===== src/rtl/qspi_arbiter.sv =====
// qspi_arbiter: shares one QSPI controller between the instruction-fetch and
// data ports. Data wins ties unless fetch has waited STARVE_LIMIT data grants.
// Illegal data accesses are answered locally in ERR and never reach the
// controller. A fetch abandoned by instr_stop still completes on the bus, but
// its result is dropped.
//
// Handshakes: a requester holds req and payload until its ack pulses. The
// controller accepts ctrl_start in the cycle where ctrl_busy=0. That cycle is
// the owner's ack. ctrl_start and the ctrl_* fields are stable until then.
// ctrl_done is only honoured in WAIT.
module qspi_arbiter #(
  parameter int ADDR_W       = 24,
  parameter int STARVE_LIMIT = 4
) (
  input  logic              clk,
  input  logic              rst,
  input  logic              instr_req,
  input  logic [ADDR_W-1:0] instr_addr,
  input  logic              instr_stop,
  output logic              instr_ack,
  output logic              instr_done,
  output logic [31:0]       instr_rdata,
  input  logic              data_req,
  input  logic              data_write,
  input  logic [1:0]        data_len,
  input  logic [ADDR_W:0]   data_addr,
  input  logic [31:0]       data_wdata,
  output logic              data_ack,
  output logic              data_done,
  output logic              data_err,
  output logic [31:0]       data_rdata,
  output logic              ctrl_start,
  output logic [1:0]        ctrl_sel,
  output logic [ADDR_W-1:0] ctrl_addr,
  output logic              ctrl_write,
  output logic [1:0]        ctrl_len,
  output logic [31:0]       ctrl_wdata,
  input  logic              ctrl_busy,
  input  logic              ctrl_done,
  input  logic [31:0]       ctrl_rdata
);

  localparam logic [3:0] STARVE_MAX = 4'(STARVE_LIMIT);

  typedef enum logic [1:0] {S_IDLE, S_ISSUE, S_WAIT, S_ERR} state_e;

  state_e            state_q, state_d;
  logic              owner_instr_q, owner_instr_d;
  logic [3:0]        starve_cnt_q, starve_cnt_d;
  logic              discard_q, discard_d;
  logic [1:0]        ctrl_sel_q, ctrl_sel_d;
  logic [ADDR_W-1:0] ctrl_addr_q, ctrl_addr_d;
  logic              ctrl_write_q, ctrl_write_d;
  logic [1:0]        ctrl_len_q, ctrl_len_d;
  logic [31:0]       ctrl_wdata_q, ctrl_wdata_d;
  logic              instr_done_q, instr_done_d;
  logic              data_done_q, data_done_d;
  logic [31:0]       instr_rdata_q, instr_rdata_d;
  logic [31:0]       data_rdata_q, data_rdata_d;

  logic       instr_elig;
  logic       starve_hit;
  logic       grant_instr;
  logic       grant_data;
  logic [1:0] data_region;
  logic       data_illegal;
  logic       accept;

  assign data_region  = data_addr[ADDR_W:ADDR_W-1];
  // Region 01 is unmapped. Flash (00) is read-only.
  assign data_illegal = (data_region == 2'b01) || ((data_region == 2'b00) && data_write);
  assign instr_elig   = instr_req && !instr_stop;
  assign starve_hit   = (starve_cnt_q == STARVE_MAX);
  assign accept       = (state_q == S_ISSUE) && !ctrl_busy;

  // Next-state, grant decision, field capture and completion bookkeeping
  always_comb begin
    state_d       = state_q;
    owner_instr_d = owner_instr_q;
    starve_cnt_d  = starve_cnt_q;
    discard_d     = discard_q;
    ctrl_sel_d    = ctrl_sel_q;
    ctrl_addr_d   = ctrl_addr_q;
    ctrl_write_d  = ctrl_write_q;
    ctrl_len_d    = ctrl_len_q;
    ctrl_wdata_d  = ctrl_wdata_q;
    instr_done_d  = 1'b0;
    data_done_d   = 1'b0;
    instr_rdata_d = instr_rdata_q;
    data_rdata_d  = data_rdata_q;
    grant_instr   = 1'b0;
    grant_data    = 1'b0;

    unique case (state_q)
      S_IDLE: begin
        discard_d   = 1'b0;
        grant_instr = instr_elig && (!data_req || starve_hit);
        grant_data  = data_req && !grant_instr;

        if (!instr_req) begin
          starve_cnt_d = 4'd0;
        end else if (grant_data && !starve_hit) begin
          starve_cnt_d = starve_cnt_q + 4'd1;
        end

        if (grant_instr) begin
          starve_cnt_d  = 4'd0;
          owner_instr_d = 1'b1;
          ctrl_sel_d    = 2'd0;
          ctrl_addr_d   = instr_addr;
          ctrl_write_d  = 1'b0;
          ctrl_len_d    = 2'd3;
          ctrl_wdata_d  = 32'd0;
          state_d       = S_ISSUE;
        end else if (grant_data) begin
          owner_instr_d = 1'b0;
          if (data_illegal) begin
            state_d = S_ERR;
          end else begin
            ctrl_sel_d   = data_region[0] ? 2'd2 : (data_region[1] ? 2'd1 : 2'd0);
            ctrl_addr_d  = data_addr[ADDR_W-1:0];
            ctrl_write_d = data_write;
            ctrl_len_d   = data_len;
            ctrl_wdata_d = data_wdata;
            state_d      = S_ISSUE;
          end
        end
      end

      S_ISSUE: begin
        // A stop before acceptance still lets the start complete, then drops the result.
        if (owner_instr_q && instr_stop) discard_d = 1'b1;
        if (!ctrl_busy) state_d = S_WAIT;
      end

      S_WAIT: begin
        if (owner_instr_q && instr_stop) discard_d = 1'b1;
        if (ctrl_done) begin
          state_d = S_IDLE;
          if (owner_instr_q) begin
            if (!(discard_q || instr_stop)) begin
              instr_done_d  = 1'b1;
              instr_rdata_d = ctrl_rdata;
            end
          end else begin
            data_done_d  = 1'b1;
            data_rdata_d = ctrl_rdata;
          end
        end
      end

      S_ERR: begin
        state_d = S_IDLE;
      end

      default: begin
        state_d = S_IDLE;
      end
    endcase
  end

  // State and output registers with synchronous reset
  always_ff @(posedge clk) begin
    if (rst) begin
      state_q       <= S_IDLE;
      owner_instr_q <= 1'b0;
      starve_cnt_q  <= 4'd0;
      discard_q     <= 1'b0;
      ctrl_sel_q    <= 2'd0;
      ctrl_addr_q   <= '0;
      ctrl_write_q  <= 1'b0;
      ctrl_len_q    <= 2'd0;
      ctrl_wdata_q  <= 32'd0;
      instr_done_q  <= 1'b0;
      data_done_q   <= 1'b0;
      instr_rdata_q <= 32'd0;
      data_rdata_q  <= 32'd0;
    end else begin
      state_q       <= state_d;
      owner_instr_q <= owner_instr_d;
      starve_cnt_q  <= starve_cnt_d;
      discard_q     <= discard_d;
      ctrl_sel_q    <= ctrl_sel_d;
      ctrl_addr_q   <= ctrl_addr_d;
      ctrl_write_q  <= ctrl_write_d;
      ctrl_len_q    <= ctrl_len_d;
      ctrl_wdata_q  <= ctrl_wdata_d;
      instr_done_q  <= instr_done_d;
      data_done_q   <= data_done_d;
      instr_rdata_q <= instr_rdata_d;
      data_rdata_q  <= data_rdata_d;
    end
  end

  assign ctrl_start  = (state_q == S_ISSUE);
  assign ctrl_sel    = ctrl_sel_q;
  assign ctrl_addr   = ctrl_addr_q;
  assign ctrl_write  = ctrl_write_q;
  assign ctrl_len    = ctrl_len_q;
  assign ctrl_wdata  = ctrl_wdata_q;
  assign instr_ack   = accept && owner_instr_q;
  assign instr_done  = instr_done_q;
  assign instr_rdata = instr_rdata_q;
  assign data_ack    = (accept && !owner_instr_q) || (state_q == S_ERR);
  assign data_done   = data_done_q || (state_q == S_ERR);
  assign data_err    = (state_q == S_ERR);
  assign data_rdata  = data_rdata_q;

endmodule


===== config.mk =====
export PLATFORM = sky130hd
export DESIGN_NAME = qspi_arbiter
export DESIGN_NICKNAME = d
export VERILOG_FILES = /design/src/rtl/qspi_arbiter.sv
export SDC_FILE = /design/constraint.sdc
export NUM_CORES = 1
export LEC_CHECK = 0
export BUFFER_PORTS_ARGS = -buffer_cell sky130_fd_sc_hd__buf_2
export CELL_PAD_IN_SITES_DETAIL_PLACEMENT = 0
export CELL_PAD_IN_SITES_GLOBAL_PLACEMENT = 1
export CORE_MARGIN = 5
export CORE_UTILIZATION = 35
export DETAILED_ROUTE_END_ITERATION = 12
export PLACE_DENSITY = 0.81
export SYNTH_ARGS = -nofsm -noshare
export SYNTH_HDL_FRONTEND = slang
export SYNTH_SLANG_ARGS = --single-unit
export TNS_END_PERCENT = 1

===== constraint.sdc =====
create_clock -name clk -period 2 [get_ports clk]
set_input_delay 0.3 -clock clk [delete_from_list [all_inputs] [get_ports clk]]
set_output_delay 0.3 -clock clk [all_outputs]
set_load 0.02 [all_outputs]

==> impl_results.md, run 1 <==
* Syn Nets at 799
* Fin crit share at a little over nine tenths
* 1st-iter DRT viols at between 200 and 300
* PD cells at slightly above 900 mW/mm2
* Vias at 5660
* Worst-path clk slew at approximately 0.06 ns
* Via density per instance at approximately 5.0
* Initial Util at around a third
* Peak fanout along the critical path at 5
* Htree depth at 4
* Critical Path RT at between 1.5 and 2 ns
* Post-Layout Cell Count at around 1100
* Num CTS Buffers at 17
* Warnings from Yosys at 0
* Post-synth top area cell: dfxtp_1
* Status: finished clean
* Largest cells by area after synthesis: dfxtp_1 45%, o41ai_2 9.2%, nand2_1 8.3%
* Switching Fraction at approximately 29%
* Post-Route WL at 19.1 mm
* Crit path capture type: output pin
* Clock Sinks at between 100 and 150
* Pleak at 3.73 nW
* Synthesized area per cell at 9.00 um2
* Clock Tree Root: clkbuf_16
* Drt wl/cell at about 17 um
* Max VDD drop at around 0.57 mV
* Top FF cell, synth: dfxtp_1
* CP arrival at ~1.6 ns
* Unrepaired setup endpoints after global routing: yes
* Rows at 48
* Number of synthesized flops with an enable pin at 0
* Vias in the first global route at roughly 5500
* Synth cell count leaders: 135 x dfxtp_1, 134 x nand2_1, 69 x a21oi_1
* Ys async rst share at 0%
* Clk pwr share at about two fifths
* Most instantiated library cell after synthesis: dfxtp_1
* Seq/Total Area, Yosys at 44.8%
* Hpwl dp at 12.9 mm
* Final Core Density at a little under half
* CP top delay family: simple AND/OR/NAND/NOR gates
* Die height at between 100 and 150 um
* Post-CTS Hold Buffers at 0
* Initial DRT Pass Iterations at 4
* Slowest stage delay, CP at between 0.3 and 0.4 ns
* Post-route DRC at 0
* Netlist cell types at 43
* Max Cap Viol at 0
* IO buf count at ~250
* Achievable Freq at 0.524 GHz
* Area after DPL at 0.00751 mm2
* Seq cells post-synth at 135
* Proportion of layout cells with a drive suffix above 1 at between 30% and 40%
* Core ar. at ~0.017 mm2
* Worst skew pair latency at 0.42 ns
* CTS tree: done
* Chip Width at between 100 and 150 um
* Max-slew violations at 0
* Total power draw at between 7 and 8 mW
* Setup_tns at 0 ns
* Crit-path slowest cell: dfxtp_2
* Power Internal at between 5 and 6 mW
* Layout Skew at approximately 0.0086 ns
* CP Class: flop to output pin
* CP Cell Sequence: inv_1 -> ha_2 -> nor3b_1 -> or2_2 -> buf_2
* Tmin final at between 1.5 and 2 ns
* First-pass GRT wire length at ~29 mm
* Largest net degree at the start of global routing at 80
* Placed cells at 1101
* Clk buf depth at 2
* Crit path launch type: flop
* Final setup fails at 0
* Placer Congestion at roughly 0.78
* Worst-Margin Slew at approximately 0.68 ns
* Non-Filler Cell Area, Final at roughly 0.008 mm2
* WP buf/inv at 2
* Diodes inserted at 0
* Combinational group share of total power at between 15 and 20%
* Cell Area, Synth at a little over 0.006 mm2
* Top-area cell type share of the netlist area at between 40% and 50%
* Slew margin rel. at a little over half
* Sequential Power Share at between 30% and 40%
* Initial antenna violation count at 0
* Ports at 254
* Overflow after GRT at 0
* GRT Util Overall at ~18%
* Nets at between 1000 and 1500
* Number of hold violations in the final report at 0
* HP Class: primary input to flop
* Total die area at 0.0200 mm2
* Antenna viol nets, final at 0
* Cells after synthesis at 670
* Switch Pwr at about 2.2 mW
* Layout overhead on the synthesized area at 35.4%
==> state kept, by name, summed over array words and instances, names as in the netlist <==
| signal | flops |
|---|---|
| ctrl_sel | 2 |
| starve_cnt_q | 4 |
| state_q | 2 |
| data_rdata | 32 |
| ctrl_write | 1 |
| ctrl_addr | 24 |
| ctrl_wdata | 32 |
| data_done_q | 1 |
| ctrl_len | 2 |
| instr_rdata | 32 |
| owner_instr_q | 1 |
| discard_q | 1 |
| instr_done | 1 |
==> cells in the final DEF (no fill, tap or decap), types with 4 or more instances in the layout <==
| cell | count |
|---|---|
| dfxtp_1 | 133 |
| o41ai_2 | 34 |
| inv_1 | 41 |
| mux2i_1 | 24 |
| clkbuf_1 | 5 |
| a21oi_1 | 69 |
| clkinv_2 | 4 |
| buf_12 | 10 |
| nor3_1 | 28 |
| nand2_1 | 134 |
| ha_1 | 5 |
| buf_2 | 252 |
| a211oi_2 | 13 |
| a211oi_1 | 11 |
| nand3_1 | 5 |
| nand4_1 | 35 |
| buf_4 | 7 |
| o21ai_0 | 6 |
| clkbuf_16 | 19 |
| nor2_1 | 8 |
| nand2b_1 | 25 |
==> worst reg2reg max path: stages, from the launching register on <==
cell and delay [ns]:
dfxtp_1 0.38, inv_1 0.08, ha_1 0.21, and3b_4 0.22, o21ai_4 0.27, clkbuf_16 0.27, mux2i_1 0.25, a211oi_2 0.09
==> timing repair <==
| item | in CTS | in global routing |
|---|---|---|
| setup endpoints to repair | 1 | 28 |
| buffers inserted | 0 | 0 |
| gates resized for setup | 1 | 2 |
| gates cloned | 0 | 3 |
==> per-stage QoR <==
stage	setup WS (ns)	hold slack (ns)
after floorplan	0.275	0.436
after global placement	0.146	0.438
after detailed placement	0.0806	0.443
after CTS	0.00760	0.105
after global routing	-0.00367	0.116
final	0.0903	0.129
==> routing by layer <==
metal  wire, um  vias up  GRT usage, %  part of all wire, %
met3       2150       11          7.58                   11
li1           -     2799             -                    -
met5          0        -             0                    0
met1       8050     2620          22.5                   42
met2       8680      230          28.6                   46
met4        185        0          5.56                 0.97
==> cell families after synthesis <==
kind of cell | share of synthesized area [%]
fa+ha+maj | 1.24
compound gates | 22.0
flops | 44.8
buf+inv | 8.17
mux | 3.98
simple gates | 19.8
==> power by group through the flow <==
stage               combinational, mW  clock [mW]  sequential (mW)
floorplan                       0.745           0             3.21
global placement                 1.46           0             3.02
detailed placement               1.46           0             3.02
CTS                              1.47        3.22             2.96
global route                     1.60        3.35             2.99
finish                           1.48        3.16             2.96
==> final timing paths <==
| kind | cells past startpoint | to | start | slack, ns |
|---|---|---|---|---|
| setup reg to reg | 7 | ctrl_addr[5]$_SDFFE_PP0P_ | starve_cnt_q[1]$_SDFFE_PP0P_ | 0.10 |
| hold reg to reg | 2 | data_rdata[1]$_SDFFE_PP0P_ | data_rdata[1]$_SDFFE_PP0P_ | 0.45 |
| setup / recovery | 5 | data_ack | state_q[1]$_SDFFE_PP0P_ | 0.09 |
| hold / removal | 3 | data_rdata[27]$_SDFFE_PP0P_ | ctrl_rdata[27] | 0.13 |
==> layout make-up <==
cell class                      count  area (um2)
Clock inverter                      9         125
Multi-Input combinational cell    431        2870
Timing Repair Buffer              271        1560
Tap cell                          225         282
Inverter                           42         158
Clock buffer                       23         458
Sequential cell                   135        2710
Fill cell                        1736        8950
No activity file was read; power rests on OpenSTA's default activity.
==> run 2: changes to the inputs <==
==> config.mk (replaced) <==
export PLATFORM = sky130hd
export DESIGN_NAME = qspi_arbiter
export DESIGN_NICKNAME = d
export VERILOG_FILES = /design/src/rtl/qspi_arbiter.sv
export SDC_FILE = /design/constraint.sdc
export NUM_CORES = 1
export LEC_CHECK = 0
export ABC_AREA = 1
export CAP_MARGIN = 10
export CELL_PAD_IN_SITES_DETAIL_PLACEMENT = 0
export CELL_PAD_IN_SITES_GLOBAL_PLACEMENT = 1
export CORE_MARGIN = 5
export CORE_UTILIZATION = 40
export DETAILED_ROUTE_END_ITERATION = 12
export DONT_BUFFER_PORTS = 1
export PLACE_DENSITY = 0.74
export SYNTH_ARGS = -nofsm -noshare
export SYNTH_HDL_FRONTEND = slang
export SYNTH_SLANG_ARGS = --single-unit
export TNS_END_PERCENT = 1
==> impl_results.md, run 2 <==
* Synth cell count leaders: 200 x nor2_1, 176 x nand2_1, 135 x dfxtp_1
* Total die area at 0.0162 mm2 (-19%)
* Most frequent cells in the layout: 199 x nor2_1, 175 x nand2_1, 133 x dfxtp_1
* Num CTS Buffers at 17 (unchanged)
* Most instantiated library cell after synthesis: nor2_1
* Placer Congestion at 0.818 (+4.2%)
* Max-slew violations at 0 (unchanged)
* Largest net degree at the start of global routing at 65 (-19%)
* R2R setup slack at 0.28 ns (+0.18 ns)
* Ys async rst share at 0% (unchanged)
* HP Class: primary input to flop
* Seq cells post-synth at 135 (unchanged)
* Synthesized area per cell at 7.07 um2 (-21%)
* CP arrival at 1.60 ns (about the same)
* Commonest non-fill, non-tap cell in the layout: nor2_1
* Worst-path clk slew at 0.06 ns (about the same)
* Via density per instance at 4.92 (-1.2%)
* Max Cap Viol at 0 (unchanged)
* Warnings from Yosys at 0 (unchanged)
* Area after DPL at 0.00566 mm2 (-25%)
* Hold slack at 0.0260 ns (-0.103 ns)
* Post-Layout Cell Count at 954 (-16%)
* Worst-Margin Slew at 0.513 ns (-0.165 ns)
* Initial antenna violation count at 1 (+1)
* Post-route DRC at 0 (unchanged)
* 1st-iter DRT viols at 237 (-16%)
* Top-area cell type share of the netlist area at 49.1% (+4.3 points)
* Peak fanout along the critical path at 4 (-1)
* Syn Nets at 907 (+14%)
* Tmin final at 1.90 ns (-0.00580 ns)
* Seq/Total Area, Yosys at 49.1% (+4.3 points)
* Post-place setup slack at 0.304 ns (+0.223 ns)
* CTS tree: done
* Cell Area, Synth at 0.00550 mm2 (-8.8%)
* Post-route setup slack at 0.0961 ns (+0.00580 ns)
* CP Class: flop to output pin
* Non-Filler Cell Area, Final at 0.00627 mm2 (-23%)
* Initial DRT Pass Iterations at 6 (+2)
* Overflow after GRT at 0 (unchanged)
* Number of hold violations in the final report at 0 (unchanged)
* Netlist cell types at 22 (-49%)
* Number of synthesized flops with an enable pin at 0 (unchanged)
* Largest cells by area after synthesis: dfxtp_1 49%, nor2_1 14%, nand2_1 12%
* Nets at 893 (-13%)
* PD cells at 1280 mW/mm2 (+38%)
* Layout Skew at 0.00786 ns (-0.000692 ns)
* Chip Width at 127 um (-9.9%)
* Crit path launch type: flop
* Proportion of layout cells with a drive suffix above 1 at 8.24% (-31 points)
* Pleak at 2.75 nW (-26%)
* Post-synth top area cell: dfxtp_1
* Htree depth at 4 (unchanged)
* Max VDD drop at 0.592 mV (+4.2%)
* Antenna viol nets, final at 0 (unchanged)
* Placed cells at 920 (-16%)
* Final setup fails at 0 (unchanged)
* Post-Route WL at 14.8 mm (-22%)
* Drt wl/cell at 15.5 um (-7.6%)
* Top FF cell, synth: dfxtp_1
* Worst skew pair latency at 0.41 ns (about the same)
* IO buf count at 0 (-100%)
* First-pass GRT wire length at 23.1 mm (-21%)
* Unrepaired setup endpoints after global routing: no
* Crit path capture type: output pin
* Clk buf depth at 2 (unchanged)
* Setup_tns at 0 ns (unchanged)
* Critical Path RT at 1.70 ns (about the same)
* Slew margin rel. at 65.8% (+11 points)
* Fin crit share at 95.2% (-0.29 points)
* Vias at 4696 (-17%)
* Layout overhead on the synthesized area at 13.9%
* Ports at 254 (unchanged)
* Clock Sinks at 135 (unchanged)
* Status: finished clean
* GRT Util Overall at 17.9% (-0.21 points)
* Vias in the first global route at 4423 (-20%)
* Achievable Freq at 0.525 GHz (+0.30%)
* Rows at 42 (-13%)
* Initial Util at 41.2% (+6.0 points)
* Die height at 127 um (-9.9%)
* Clock Tree Root: clkbuf_16
* Core ar. at 0.0133 mm2 (-22%)
* Cells after synthesis at 778 (+16%)
* Final Core Density at 46.9% (-0.75 points)
* Total power draw at 8.04 mW (+5.9%)
* Hpwl dp at 10.4 mm (-19%)
run 2: layout make-up:
cell class                 count  area, um2
antenna                        1       2.50
clock buffer                  21        460
clock inverter                11        123
fill                        1364       7080
inverter                      48        183
multi-input combinational    545       2390
sequential                   135       2710
tap                          176        220
timing repair buffer          17        178
run 2: worst max-delay path: stages, from the launching register on:
cell and delay (ns):
dfxtp_2 0.34, inv_2 0.06, ha_2 0.17, inv_1 0.05, or2_2 0.28, o21bai_1 0.13
buf_4 0.17
run 2: path summary, 6_finish.rpt:
path | startpoint | endpoint | depth (start not counted)
max | state_q[1]$_SDFFE_PP0P_ | data_ack | 6
max reg2reg | starve_cnt_q[0]$_SDFFE_PP0P_ | ctrl_wdata[21]$_SDFFE_PP0P_ | 10
min | ctrl_rdata[22] | data_rdata[22]$_SDFFE_PP0P_ | 2
min reg2reg | discard_q$_SDFFE_PP0P_ | discard_q$_SDFFE_PP0P_ | 2
run 2: power by group:
group | internal (mW) | switching (mW) | total (mW)
Sequential | 3.03 | 0.603 | 3.63
Clock | 1.90 | 1.15 | 3.05
Combinational | 0.484 | 0.874 | 1.36
run 2: timing repair:
item | 4_1_cts | 5_1_grt
hold buffers | 1 | 0
endpoints found under the setup margin | 0 | 2
resized for setup | 0 | 4
setup buffers | 0 | 0
endpoints found under the hold margin | 39 | 0
run 2: cell families after synthesis:
family	share of synthesized area, %
AO/OA/AOI/OAI	10.7
AND/OR/NAND/NOR	31.1
XOR/XNOR	0.159
adder cells (fa/ha/maj)	1.36
flip-flops	49.1
buffers and inverters	7.46
run 2: layer usage:
| layer | vias up | share of wire [%] | GRT usage (%) |
|---|---|---|---|
| met4 | 0 | 2.0 | 6.81 |
| met5 | - | 0 | 0 |
| met2 | 167 | 48 | 29.1 |
| met3 | 21 | 11 | 9.18 |
| li1 | 2440 | - | - |
| met1 | 2068 | 39 | 19.9 |
==> run 3: changes to the inputs <==
--- a/config.mk
+++ b/config.mk
@@ -13,6 +13,7 @@
 export CORE_UTILIZATION = 40
 export DETAILED_ROUTE_END_ITERATION = 12
 export DONT_BUFFER_PORTS = 1
+export HOLD_SLACK_MARGIN = 0.03
 export PLACE_DENSITY = 0.74
 export SYNTH_ARGS = -nofsm -noshare
 export SYNTH_HDL_FRONTEND = slang
==> impl_results.md, run 3 (synthesis gave the netlist of run 2 again) <==
* CTS tree: done
* Post-route DRC at 0 (unchanged)
* Via density per instance at 4.93 (about the same)
* Placer Congestion at 0.818 (unchanged)
* Pleak at 2.86 nW (+4.3%)
* HP Class: primary input to flop
* Final setup fails at 0 (unchanged)
* Nets at 921 (+3.1%)
* Initial antenna violation count at 0 (-1)
* Total die area at 0.0162 mm2 (unchanged)
* CP Cell Sequence: inv_2 -> ha_2 -> inv_1 -> or2_2 -> o21bai_1 -> buf_4
* Area after DPL at 0.00566 mm2 (unchanged)
* Worst-path clk slew at 0.06 ns (about the same)
* Peak fanout along the critical path at 4 (unchanged)
* Initial Util at 41.2% (unchanged)
* First-pass GRT wire length at 23.9 mm (+3.4%)
* Initial DRT Pass Iterations at 6 (unchanged)
* Fin crit share at 95.3% (about the same)
* Hold slack at 0.0470 ns (+0.0210 ns)
* Clock Tree Root: clkbuf_16
* Setup Buffers After CTS at 0 (unchanged)
* Hpwl dp at 10.4 mm (unchanged)
* Number of hold violations in the final report at 0 (unchanged)
* Clk pwr share at 37.7% (-0.3 points)
* Clk buf depth at 2 (unchanged)
* Vias at 4833 (+2.9%)
* Core ar. at 0.0133 mm2 (unchanged)
* Slew margin rel. at 66.2% (+0.36 points)
* Layout Skew at 0.00646 ns (-0.00140 ns)
* Antenna viol nets, final at 0 (unchanged)
* Chip Width at 127 um (unchanged)
* 1st-iter DRT viols at 244 (+3.0%)
* WP buf/inv at 3 (unchanged)
* Power Internal at 5.45 mW (+0.67%)
* Largest net degree at the start of global routing at 65 (unchanged)
* Unrepaired setup endpoints after global routing: no
* Switching Fraction at 32.6% (-0.052 points)
* Max-slew violations at 0 (unchanged)
* Switch Pwr at 2.64 mW (+0.44%)
* Most frequent cells in the layout: 199 x nor2_1, 175 x nand2_1, 133 x dfxtp_1
* Critical Path RT at 1.70 ns (about the same)
* Crit path launch type: flop
* IO buf count at 0 (unchanged)
* Proportion of layout cells with a drive suffix above 1 at 7.95% (-0.29 points)
* Sequential Power Share at 44.9% (-0.3 points)
* Diodes inserted at 0 (-1)
* Overflow after GRT at 0 (unchanged)
* Clock Sinks at 135 (unchanged)
* Combinational group share of total power at 17.4% (+0.5 points)
* Drt wl/cell at 15.5 um (about the same)
* Worst skew pair latency at 0.41 ns (about the same)
* Rows at 42 (unchanged)
* Slowest stage delay, CP at 0.34 ns (about the same)
* Status: finished clean
* Worst-Margin Slew at 0.507 ns (-0.00546 ns)
* Commonest non-fill, non-tap cell in the layout: nor2_1
* Setup_tns at 0 ns (unchanged)
* Non-Filler Cell Area, Final at 0.00654 mm2 (+4.4%)
* Ports at 254 (unchanged)
* GRT Util Overall at 18.5% (+0.56 points)
* Max VDD drop at 0.585 mV (-1.3%)
* Achievable Freq at 0.525 GHz (about the same)
* CP Class: flop to output pin
* PD cells at 1240 mW/mm2 (-3.7%)
* CP top delay family: flip-flops
* Max Cap Viol at 0 (unchanged)
* Post-Route WL at 15.2 mm (+2.8%)
* Crit-path slowest cell: dfxtp_2
* Total power draw at 8.09 mW (+0.60%)
* Layout overhead on the synthesized area at 19.0%
* Num CTS Buffers at 17 (unchanged)
* Vias in the first global route at 4572 (+3.4%)
* CP arrival at 1.61 ns (about the same)
* Die height at 127 um (unchanged)
* Tmin final at 1.91 ns (+0.00169 ns)
* Htree depth at 4 (unchanged)
* Crit path capture type: output pin
## run 3: worst register-to-register path: stages, from the launching register on
cell and delay (ns):
dfxtp_1 0.37, inv_1 0.07, ha_1 0.19, nand3_1 0.08, nand2_1 0.09, nand2_2 0.11, nand2_2 0.11, nand2_2 0.11
buf_4 0.27, nand2_1 0.12, a21oi_1 0.15
## run 3: power by group through the flow
| stage | logic (mW) | clock network [mW] | registers [mW] |
|---|---|---|---|
| 2_1_floorplan | 1.08 | 0 | 3.60 |
| 3_3_place_gp | 1.31 | 0 | 3.69 |
| 3_5_place_dp | 1.34 | 0 | 3.70 |
| 4_1_cts | 1.41 | 3.13 | 3.64 |
| 5_1_grt | 1.63 | 3.28 | 3.68 |
| 6_report | 1.41 | 3.05 | 3.63 |
## run 3: layout make-up
| type | instances | area [um2] |
|---|---|---|
| clock buffers | 21 | 460 |
| clock inverters | 11 | 123 |
| fillers | 1329 | 6800 |
| inverters | 48 | 183 |
| multi-input cells | 545 | 2390 |
| flip-flops and latches | 135 | 2710 |
| well taps | 176 | 220 |
| repair buffers | 45 | 458 |
## run 3: per-stage QoR
| stage | cells | setup WS (ns) | utilization [%] |
|---|---|---|---|
| 2_1_floorplan | 778 | 0.334 | - |
| 3_3_place_gp | 920 | 0.359 | 42.4 |
| 3_5_place_dp | 920 | 0.304 | 42.4 |
| 4_1_cts | 981 | 0.0328 | 49.0 |
| 5_1_grt | 981 | 0.00172 | 49.0 |
| 6_report | 981 | 0.0944 | 49.0 |
## run 3: worst paths after layout
path,start,to,slack (ns),depth (start not counted)
min,ctrl_rdata[19],data_rdata[19]$_SDFFE_PP0P_,0.05,2
max reg2reg,starve_cnt_q[0]$_SDFFE_PP0P_,ctrl_wdata[21]$_SDFFE_PP0P_,0.27,10
max,state_q[1]$_SDFFE_PP0P_,data_ack,0.09,6
min reg2reg,discard_q$_SDFFE_PP0P_,discard_q$_SDFFE_PP0P_,0.48,2
## run 3: repair_timing
item                       4_1_cts  5_1_grt
resized for setup                0        4
hold buffers                    29        0
hold endpoints to repair        67        0
setup endpoints to repair        0        2
## run 3: routing by layer
layer / vias up / GRT usage (%) / wire length, um
met5: - / 0 / 0
met4: 0 / 6.75 / 271
met3: 19 / 8.39 / 1510
met2: 171 / 30.4 / 7360
met1: 2148 / 21.0 / 6070
li1: 2495 / - / -
